<file path="src/rtl/sout_rx_pkg.sv">
`default_nettype none
// ============================================================================
//  Module      : sout_rx_pkg
//  Description : Shared types and constants for the Sout serial frame
//                receiver: FSM state encoding, FIFO entry layout, word and
//                slot sizing.
//  Revision    : 1.0 - initial release
// ============================================================================
package sout_rx_pkg;

    localparam int SAMPLE_BITS     = 10;
    localparam int WORDS_PER_FRAME = 4;
    localparam int CHAN_W          = $clog2(WORDS_PER_FRAME);

    typedef enum logic [1:0] {
        HUNT = 2'd0,
        HDR  = 2'd1,
        DATA = 2'd2
    } rx_state_t;

    typedef struct packed {
        logic [SAMPLE_BITS-1:0] data;
        logic [CHAN_W-1:0]      chan;
        logic                   last;
    } fifo_entry_t;

    localparam int ENTRY_W = $bits(fifo_entry_t);

endpackage
`default_nettype wire

</file>
<file path="src/rtl/sout_rx_fifo.sv">
`default_nettype none
// ============================================================================
//  Module      : sout_rx_fifo
//  Description : Synchronous FIFO with a registered head-of-queue output.
//                A write into a full FIFO succeeds only when a read happens
//                in the same cycle; otherwise it is dropped and flagged.
//  Revision    : 1.0 - initial release
// ============================================================================
module sout_rx_fifo #(
    parameter int WIDTH = 13,
    parameter int DEPTH = 8
) (
    input  logic             clk,
    input  logic             rst,
    input  logic             wr_en,
    input  logic [WIDTH-1:0] wr_data,
    input  logic             rd_en,
    output logic             rd_valid,
    output logic [WIDTH-1:0] rd_data,
    output logic             wr_accept,
    output logic             overflow
);

    localparam int AW = $clog2(DEPTH);

    logic [WIDTH-1:0] r_mem [DEPTH];
    logic [AW-1:0]    r_wr_ptr;
    logic [AW-1:0]    r_rd_ptr;
    logic [AW:0]      r_count;
    logic [WIDTH-1:0] r_head;

    logic             w_empty;
    logic             w_full;
    logic             w_pop;
    logic [AW-1:0]    w_rd_ptr_nxt;
    logic [WIDTH-1:0] w_head_nxt;

    assign w_empty      = (r_count == '0);
    assign w_full       = (r_count == (AW+1)'(DEPTH));
    assign w_pop        = rd_en & ~w_empty;
    assign wr_accept    = wr_en & (~w_full | w_pop);
    assign overflow     = wr_en & w_full & ~w_pop;
    assign w_rd_ptr_nxt = r_rd_ptr + AW'(w_pop);
    // A write landing on the slot that becomes the head bypasses the array
    assign w_head_nxt   = (wr_accept && (r_wr_ptr == w_rd_ptr_nxt)) ? wr_data
                                                                    : r_mem[w_rd_ptr_nxt];

    assign rd_valid = ~w_empty;
    assign rd_data  = r_head;

    // Storage array write port
    always_ff @(posedge clk) begin
        if (wr_accept) begin
            r_mem[r_wr_ptr] <= wr_data;
        end
    end

    // Pointers, occupancy and registered head entry
    always_ff @(posedge clk) begin
        if (rst) begin
            r_wr_ptr <= '0;
            r_rd_ptr <= '0;
            r_count  <= '0;
            r_head   <= '0;
        end else begin
            if (wr_accept) begin
                r_wr_ptr <= r_wr_ptr + AW'(1);
            end
            r_rd_ptr <= w_rd_ptr_nxt;
            unique case ({wr_accept, w_pop})
                2'b10:   r_count <= r_count + (AW+1)'(1);
                2'b01:   r_count <= r_count - (AW+1)'(1);
                default: r_count <= r_count;
            endcase
            r_head <= w_head_nxt;
        end
    end

endmodule
`default_nettype wire

</file>
<file path="src/rtl/sout_frame_rx.sv">
`default_nettype none
// ============================================================================
//  Module      : sout_frame_rx
//  Description : Receiver for the ClkOut/DataOut serial pair. Synchronises
//                the inputs, hunts for the all-ones header, deserialises
//                MSB-first ADC words tagged with their slot index and queues
//                them on a valid/ready stream.
//                Optional: define SOUT_RX_STATS_EN to add frame_cnt/drop_cnt.
//  Revision    : 1.0 - initial release
// ============================================================================
module sout_frame_rx
    import sout_rx_pkg::*;
#(
    parameter int HDR_BITS     = 10,
    parameter int IDLE_TIMEOUT = 64,
    parameter int FIFO_DEPTH   = 8
) (
    input  logic                   fpga_clock,
    input  logic                   rst,
    input  logic                   sclk_in,
    input  logic                   sdata_in,
    output logic                   out_valid,
    input  logic                   out_ready,
    output logic [SAMPLE_BITS-1:0] out_data,
    output logic [CHAN_W-1:0]      out_chan,
    output logic                   out_last,
`ifdef SOUT_RX_STATS_EN
    output logic [15:0]            frame_cnt,
    output logic [15:0]            drop_cnt,
`endif
    output logic                   err_timeout,
    output logic                   err_overflow
);

    localparam int HW = $clog2(HDR_BITS + 1);
    localparam int BW = $clog2(SAMPLE_BITS + 1);
    localparam int IW = $clog2(IDLE_TIMEOUT + 1);

    localparam logic [HW-1:0]     HDR_LAST  = HW'(HDR_BITS - 1);
    localparam logic [BW-1:0]     BIT_LAST  = BW'(SAMPLE_BITS - 1);
    localparam logic [IW-1:0]     IDLE_LAST = IW'(IDLE_TIMEOUT - 1);
    localparam logic [CHAN_W-1:0] SLOT_LAST = CHAN_W'(WORDS_PER_FRAME - 1);

    rx_state_t              r_state;
    rx_state_t              w_state_nxt;

    logic                   r_sclk_s1, r_sclk_s2, r_sclk_d;
    logic                   r_sdata_s1, r_sdata_s2;
    logic [HW-1:0]          r_hdr_cnt;
    logic [BW-1:0]          r_bit_cnt;
    logic [IW-1:0]          r_idle_cnt;
    logic [CHAN_W-1:0]      r_slot;
    logic [SAMPLE_BITS-2:0] r_shreg;

    logic                   w_edge;
    logic                   w_bit;
    logic                   w_hdr_done;
    logic                   w_word_done;
    logic                   w_last_slot;
    logic                   w_timeout;
    logic                   w_push;
    fifo_entry_t            w_entry;
    fifo_entry_t            w_head;
    logic                   w_push_ok;
    logic                   w_overflow;

    assign w_edge      = r_sclk_s2 & ~r_sclk_d;
    assign w_bit       = r_sdata_s2;
    assign w_last_slot = (r_slot == SLOT_LAST);
    assign w_hdr_done  = (r_state == HUNT) && w_edge && w_bit && (r_hdr_cnt == HDR_LAST);
    assign w_word_done = (r_state == DATA) && w_edge && (r_bit_cnt == BIT_LAST);
    assign w_timeout   = (r_state != HUNT) && !w_edge && (r_idle_cnt == IDLE_LAST);

    // Equal-depth synchronisers so data and clock stay aligned; extra sclk stage for edge detect
    always_ff @(posedge fpga_clock) begin
        if (rst) begin
            r_sclk_s1  <= 1'b0;
            r_sclk_s2  <= 1'b0;
            r_sclk_d   <= 1'b0;
            r_sdata_s1 <= 1'b0;
            r_sdata_s2 <= 1'b0;
        end else begin
            r_sclk_s1  <= sclk_in;
            r_sclk_s2  <= r_sclk_s1;
            r_sclk_d   <= r_sclk_s2;
            r_sdata_s1 <= sdata_in;
            r_sdata_s2 <= r_sdata_s1;
        end
    end

    // FSM state register
    always_ff @(posedge fpga_clock) begin
        if (rst) begin
            r_state <= HUNT;
        end else begin
            r_state <= w_state_nxt;
        end
    end

    // FSM next-state decode
    always_comb begin
        w_state_nxt = r_state;
        unique case (r_state)
            HUNT: begin
                if (w_hdr_done) w_state_nxt = HDR;
            end
            HDR: begin
                if (w_timeout)            w_state_nxt = HUNT;
                else if (w_edge && !w_bit) w_state_nxt = DATA;
            end
            DATA: begin
                if (w_timeout)                       w_state_nxt = HUNT;
                else if (w_word_done && w_last_slot) w_state_nxt = HUNT;
            end
            default: w_state_nxt = HUNT;
        endcase
    end

    // FSM outputs: push the completed word with its slot tag
    always_comb begin
        w_push        = w_word_done;
        w_entry.data  = {r_shreg, w_bit};
        w_entry.chan  = r_slot;
        w_entry.last  = w_last_slot;
    end

    // Header counter, idle timer, shifter, bit/slot counters and sticky errors
    always_ff @(posedge fpga_clock) begin
        if (rst) begin
            r_hdr_cnt    <= '0;
            r_idle_cnt   <= '0;
            r_bit_cnt    <= '0;
            r_slot       <= '0;
            r_shreg      <= '0;
            err_timeout  <= 1'b0;
            err_overflow <= 1'b0;
        end else begin
            if (r_state != HUNT) begin
                r_hdr_cnt <= '0;
            end else if (w_edge) begin
                r_hdr_cnt <= (w_bit && !w_hdr_done) ? r_hdr_cnt + HW'(1) : '0;
            end

            if ((r_state == HUNT) || w_edge) begin
                r_idle_cnt <= '0;
            end else begin
                r_idle_cnt <= r_idle_cnt + IW'(1);
            end

            unique case (r_state)
                HDR: begin
                    r_slot <= '0;
                    if (w_edge && !w_bit) begin
                        r_shreg   <= {r_shreg[SAMPLE_BITS-3:0], w_bit};
                        r_bit_cnt <= BW'(1);
                    end
                end
                DATA: begin
                    if (w_timeout) begin
                        r_bit_cnt <= '0;
                        r_slot    <= '0;
                    end else if (w_edge) begin
                        r_shreg <= {r_shreg[SAMPLE_BITS-3:0], w_bit};
                        if (w_word_done) begin
                            r_bit_cnt <= '0;
                            r_slot    <= w_last_slot ? '0 : r_slot + CHAN_W'(1);
                        end else begin
                            r_bit_cnt <= r_bit_cnt + BW'(1);
                        end
                    end
                end
                default: begin
                    r_bit_cnt <= '0;
                    r_slot    <= '0;
                end
            endcase

            if (w_timeout)  err_timeout  <= 1'b1;
            if (w_overflow) err_overflow <= 1'b1;
        end
    end

    sout_rx_fifo #(
        .WIDTH (ENTRY_W),
        .DEPTH (FIFO_DEPTH)
    ) u_fifo (
        .clk       (fpga_clock),
        .rst       (rst),
        .wr_en     (w_push),
        .wr_data   (w_entry),
        .rd_en     (out_ready),
        .rd_valid  (out_valid),
        .rd_data   (w_head),
        .wr_accept (w_push_ok),
        .overflow  (w_overflow)
    );

    assign out_data = w_head.data;
    assign out_chan = w_head.chan;
    assign out_last = w_head.last;

`ifdef SOUT_RX_STATS_EN
    // Wrapping frame and drop counters
    always_ff @(posedge fpga_clock) begin
        if (rst) begin
            frame_cnt <= '0;
            drop_cnt  <= '0;
        end else begin
            if (w_push_ok && w_entry.last) frame_cnt <= frame_cnt + 16'd1;
            if (w_overflow || w_timeout)   drop_cnt  <= drop_cnt + 16'd1;
        end
    end
`else
    logic w_unused_stats;
    assign w_unused_stats = w_push_ok;
`endif

endmodule
`default_nettype wire

</file>
<file path="config.mk">
export PLATFORM = sky130hd
export DESIGN_NAME = sout_frame_rx
export DESIGN_NICKNAME = d
export VERILOG_FILES = /design/src/rtl/sout_rx_pkg.sv /design/src/rtl/sout_rx_fifo.sv /design/src/rtl/sout_frame_rx.sv
export SDC_FILE = /design/constraint.sdc
export NUM_CORES = 1
export LEC_CHECK = 0
export ABC_AREA = 1
export BUFFER_PORTS_ARGS = -buffer_cell sky130_fd_sc_hd__buf_2
export CAP_MARGIN = 20
export CELL_PAD_IN_SITES_DETAIL_PLACEMENT = 0
export CELL_PAD_IN_SITES_GLOBAL_PLACEMENT = 1
export CORE_MARGIN = 1
export CORE_UTILIZATION = 50
export CTS_BUF_LIST = sky130_fd_sc_hd__clkbuf_4 sky130_fd_sc_hd__clkbuf_8
export DETAILED_ROUTE_END_ITERATION = 16
export PLACE_DENSITY_LB_ADDON = 0.25
export RECOVER_POWER = 25
export SLEW_MARGIN = 30
export SYNTH_ARGS = -nofsm -noshare
export SYNTH_HDL_FRONTEND = slang
export SYNTH_SLANG_ARGS = --single-unit
export TNS_END_PERCENT = 30
</file>
<file path="constraint.sdc">
create_clock -name fpga_clock -period 3.1 [get_ports fpga_clock]
set_input_delay 0.31 -clock fpga_clock [delete_from_list [all_inputs] [get_ports fpga_clock]]
set_output_delay 0.31 -clock fpga_clock [all_outputs]
set_load 0.01 [all_outputs]
</file>
* After elaboration in Yosys (flattened, before gate mapping)
Memory sizes are Yosys's and may differ from the RTL's. A register that Yosys moved wholly into a read port is not among the register bits.
Cells that the tools add are included.
** Operators by class
- Reductions and logical operators :: 26
- Multiplexer cells :: 20
- Div/mod/pow operators :: 0
- Equal/unequal tests :: 16
- Multiply operators :: 0
- Shift operators :: 0
- Order comparisons :: 0
- Add/sub/neg operators :: 8
- Bitwise logic cells :: 11
** Operators with widths (count)
- 9-bit 2-to-1 mux :: 3
- 4-bit 2-to-1 mux :: 5
- 9-bit one-hot mux with 2 select lines :: 1
- 4-bit one-hot mux with 2 select lines :: 2
- 4-bit by 1-bit adder with 4-bit output, second input constant :: 3
- 4-bit == test, second input constant :: 3
- 2-bit 2-to-1 mux :: 6
- 1-bit logical AND :: 10
- 2-bit != test, second input constant :: 4
- 7-bit by 1-bit adder with 7-bit output, second input constant :: 1
- 7-bit by 6-bit == test with 1-bit output, second input constant :: 1
- 2-bit == test, second input constant :: 3
- 3-bit != test, second input constant :: 2
- 2-bit one-hot mux with 3 select lines :: 1
- 2-bit nonzero test :: 3
- 1-bit bitwise AND :: 5
- 1-bit inverter :: 5
- 2-bit by 1-bit == test with 1-bit output, second input constant :: 2
- 4-bit logical NOT :: 1
- 2-bit AND reduction :: 2
- 4-bit AND reduction :: 1
- 2-bit OR reduction :: 2
- 4-bit by 1-bit subtractor with 4-bit output, second input constant :: 1
- 3-bit by 1-bit adder with 3-bit output :: 1
- other kinds (10) :: 13
** Word-level totals
- Bits in latches :: 0
- Input bits :: 5
- Bits in writable memories :: 104
- Bits in read-only memories :: 0
- Flip-flop bits (word level) :: 45
- Memories kept :: 1
- Output and inout bits :: 16
** Memory list
- u_fifo.r_mem :: depth 8, bits a word 13, read ports 1, clocked after memory_dff 1, wr ports 1, line sout_rx_fifo.sv:26 : logic [WIDTH-1:0] r_mem [DEPTH];

* Depth between registers and ports, before layout
- Word-level depth :: 8
- Mapped depth :: 15
- Gate-level depth less buffers :: 15

* Hierarchy
Synthesis repeated with hierarchy kept, for this count alone.
** Second synthesis, totals
- Cells, all modules :: 643
- Area, all modules :: 6867.8 um2
** Modules (own cells, without submodules)
- sout_rx_fifo :: seq. area each 3583.4 um2, area each 5222.5 um2, times used 1, cells an instance 426
- sout_frame_rx :: seq. area each 700.7 um2, area each 1645.3 um2, times used 1, cells an instance 217

* Least setup slack after synthesis
Ideal clock, no wire load.
- Path kind :: register to register
- From :: register r_state[0]
- To :: memory u_fifo.r_mem[3][0] (enable)
- Arrival :: 2296 ps
- Setup time :: 400 ps
- Path slack :: 404 ps
- Cell stages (with the launch flop) :: 11
- Clock period less this slack :: 2696 ps
- Required time :: 2700 ps
- Cell sequence :: dfxtp_1 > inv_1 > ha_1 > nand2_1 > clkinv_1 > nand3_4 > nor2_4 > inv_1 > nor2_1 > inv_1 > nor3_1
** On the way
- Word-level cells in the longest chain between the ends :: 6
** Ends and longest elaborated chain
- start: declaration :: line sout_frame_rx.sv:44 : rx_state_t r_state;
- start signal: assignment :: line sout_frame_rx.sv:96 : r_state <= w_state_nxt;
- 2-bit == test :: line sout_frame_rx.sv:71 : assign w_word_done = (r_state == DATA) && w_edge && (r_bit_cnt == BIT_LAST);
- 1-bit logical AND (2 in a row) :: line sout_frame_rx.sv:71
- 1-bit bitwise AND :: line sout_rx_fifo.sv:41 : assign wr_accept = wr_en & (~w_full | w_pop);
- 1-bit 2-to-1 mux :: line sout_rx_fifo.sv:53 : if (wr_accept) begin
- 1-bit 2-to-1 mux (implied by the code) :: line sout_rx_fifo.sv:54 : r_mem[r_wr_ptr] <= wr_data;
- end: declaration :: line sout_rx_fifo.sv:26
Every way passes these cells.

* Worst setup path after layout
- From :: register r_state[0]
- To :: memory u_fifo.r_mem[7][5] (enable)
Same word-level chain as after synthesis.

==> metrics <==
layout cells sized above 1 12.5%; Mapped Area 0.00669 sq mm; Diodes inserted 0; clock power share 27.3%; post-layout minimum cycle time 2610 ps; Startpoint Class flop; Cells after Synth 667; fin. max-slew vios 0; Finish-stage setup viols 0; DRC Markers 0; CTS tree done; Avg Inst Size Synth 10.0 sq um; Critical Path Max Stage Delay 420 ps; Net Switching 2.07 mW; DRT iter0 DRCs 280; maxcap violations 0; switching share of power 34.2%; CP Cell Sequence inv_1 > ha_1 > nand2_1 > clkinv_1 > nand3_4 > nor2_4 > inv_1 > nor2_1 > inv_1 > nor3_2 > buf_4; Post-Route WL 13300 microns; Area growth syn-to-layout 12.7%; number of synthesized flops with an enable pin 104; FMAX 384 MHz; outcome finished, final reports clean; leakage dissipation 2.94 nW; internal power 3.98 mW; Port Buf Inserts 20; delay-heaviest family, CP simple AND/OR/NAND/NOR gates; largest net degree at the start of global routing 28; clock buffer depth 2; area leader, netlist edfxtp_1; crit path max fanout 10; register area share after synthesis 64.1%; Peak supply drop 0.652 mV; CP arrival 2760 ps; Global Route Usage Sum 20.7%; TritonCTS buffer count 17; top post-synthesis cells by area edfxtp_1, dfxtp_1, o21ai_0, nor2_1, inv_1; initial cell density of the core 52.1%; Finished Core Util 58.8%; PwrDens 803 mW/mm^2; Comb pwr share 32.3%; Root Buffer clkbuf_8; Final TNS setup 0 ps; RSZ-0062 raised after global routing false; die area 0.0138 sq mm; period utilisation layout 84.1%; Buf/Inv on CP 5; post-DP HPWL 8780 microns; clk slew on worst S/H paths 80 ps; core area 0.0128 sq mm; Post-Syn Nets 685; worst skew pair latency 440 ps; kind of critical path flop to flop; Hold-fix buffers, CTS 0; final net count 723; synthesis-stage register bit count 162; Synth top area share 46.7%; H-tree depth 4; vias 4615; global-route wire length before repair 22000 microns; Die Height 118 microns; post-synth cell types 31; postcts setup bufs 0; CP max-delay cell nor3_2; WP data required 3250 ps; Rel. slew slack 51.2%; post-cts resize count 0; total grt overflow 0; Placer Congestion 0.840; Seq pwr share 40.4%; Antenna Nets Post-Route 0; Synth async-reset ratio 0%; vias in the first global route 4459; DR vias/cell 5.19; Avg WL per Cell 15.0 microns; worst-margin pin slew 732 ps; I/O pin cnt 21; DR pass1 iterations 5; CP most frequent cell inv_1; CTS Sinks 162; yosys warns 0; num rows 41; CP endpoint kind flop; initial antenna violation count 0; final hold viol count 0; Die W 118 microns; Max Clock Skew 10.5 ps; worst min path class primary input to flop; Primary FF master, synth edfxtp_1; FILL cells 1131
-- through the flow --
step           power (mW)  cell area, sq um  instances  hold WS, ps  worst slack (ps)
6_report             6.05              7540        890         70.4               494
5_1_grt              6.49              7540        890         69.3               209
4_1_cts              6.10              7540        890         39.5               494
3_5_place_dp         4.45              7100        858          396               509
3_3_place_gp         4.41              7100        858          393               628
2_1_floorplan        3.90              6690        667          379               404
-- flip-flops by register name, summed over array words and instances, names as in the netlist --
register,count
r_sdata_s1,1
u_fifo.r_wr_ptr,3
u_fifo.r_rd_ptr,3
err_timeout,1
u_fifo.r_count,4
r_idle_cnt,7
r_state,2
err_overflow,1
r_sclk_s1,1
r_sclk_d,1
r_slot,2
u_fifo.rd_data,13
r_bit_cnt,4
r_shreg,9
r_sclk_s2,1
r_sdata_s2,1
r_hdr_cnt,4
u_fifo.r_mem,104
-- cells in the mapped netlist (2+ instances only) --
library cell  count
a21oi_1          19
buf_2             4
clkbuf_1         18
clkinv_1          3
dfxtp_1          58
edfxtp_1        104
ha_1             13
inv_1            63
nand2_1          61
nand3_1          21
nand3_4           2
nand4_1           3
nor2_1          142
nor2_4            2
nor3_1            9
o21ai_0         109
o21ai_1           5
o22ai_1          14
xnor2_1           2
xor2_1            4
-- power groups by stage --
stage	Combinational (mW)	Clock [mW]	Sequential [mW]
3_5_place_dp	1.96	0	2.49
2_1_floorplan	1.38	0	2.52
3_3_place_gp	1.92	0	2.49
5_1_grt	2.26	1.77	2.45
6_report	1.96	1.65	2.44
4_1_cts	1.97	1.69	2.44
-- cell type report --
cell class	instances	area, sq um	area share [%]
clock buffers	22	284	3.77
clock inverters	10	156	2.07
inverters	67	251	3.34
multi-input cells	414	2080	27.5
flip-flops and latches	162	4280	56.8
well taps	172	215	2.85
repair buffers	43	272	3.60
-- routing by layer --
| metal | global-route usage, % | routed length, microns | vias to the layer above | part of all wire, % |
|---|---|---|---|---|
| met3 | 3.92 | 578 | 23 | 4.3 |
| li1 | - | - | 2331 | - |
| met4 | 8.89 | 297 | 0 | 2.2 |
| met2 | 34.9 | 6470 | 77 | 49 |
| met1 | 25.9 | 5980 | 2184 | 45 |
| met5 | 0 | 0 | - | 0 |
-- kinds of logic after synthesis --
logic type | synth area share (%)
fa+ha+maj | 2.43
compound gates | 11.6
flops | 64.1
buf+inv | 5.35
simple gates | 15.1
xor+xnor | 1.44
-- placed cells by master (no fill, tap or decap), types with 13 or more instances in the layout --
master    netlist  layout
nor2_1        142     142
o21ai_0       109     109
edfxtp_1      104     104
inv_1          63      63
nand2_1        61      61
dfxtp_1        58      58
buf_4           1      23
nand3_1        21      21
a21oi_1        19      19
clkbuf_8        0      19
buf_2           4      19
o22ai_1        14      14
ha_1           13      13
-- path summary, 6_finish.rpt --
kind,start,end,slack (ps),cells past startpoint
min reg2reg,r_sdata_s1,r_sdata_s2,400,2
max,r_state[0],u_fifo.r_mem[7][5],490,11
min,sclk_in,r_sclk_s1,70,3
max reg2reg,r_state[0],u_fifo.r_mem[7][5],490,11
-- worst reg2reg max path, delay by kind of cell (launching register included) --
kind	cells	cell delay, ps
simple gates	5	1030
buf+inv	5	690
flops	1	320
fa+ha+maj	1	280
(Power assumes the default switching activity.)
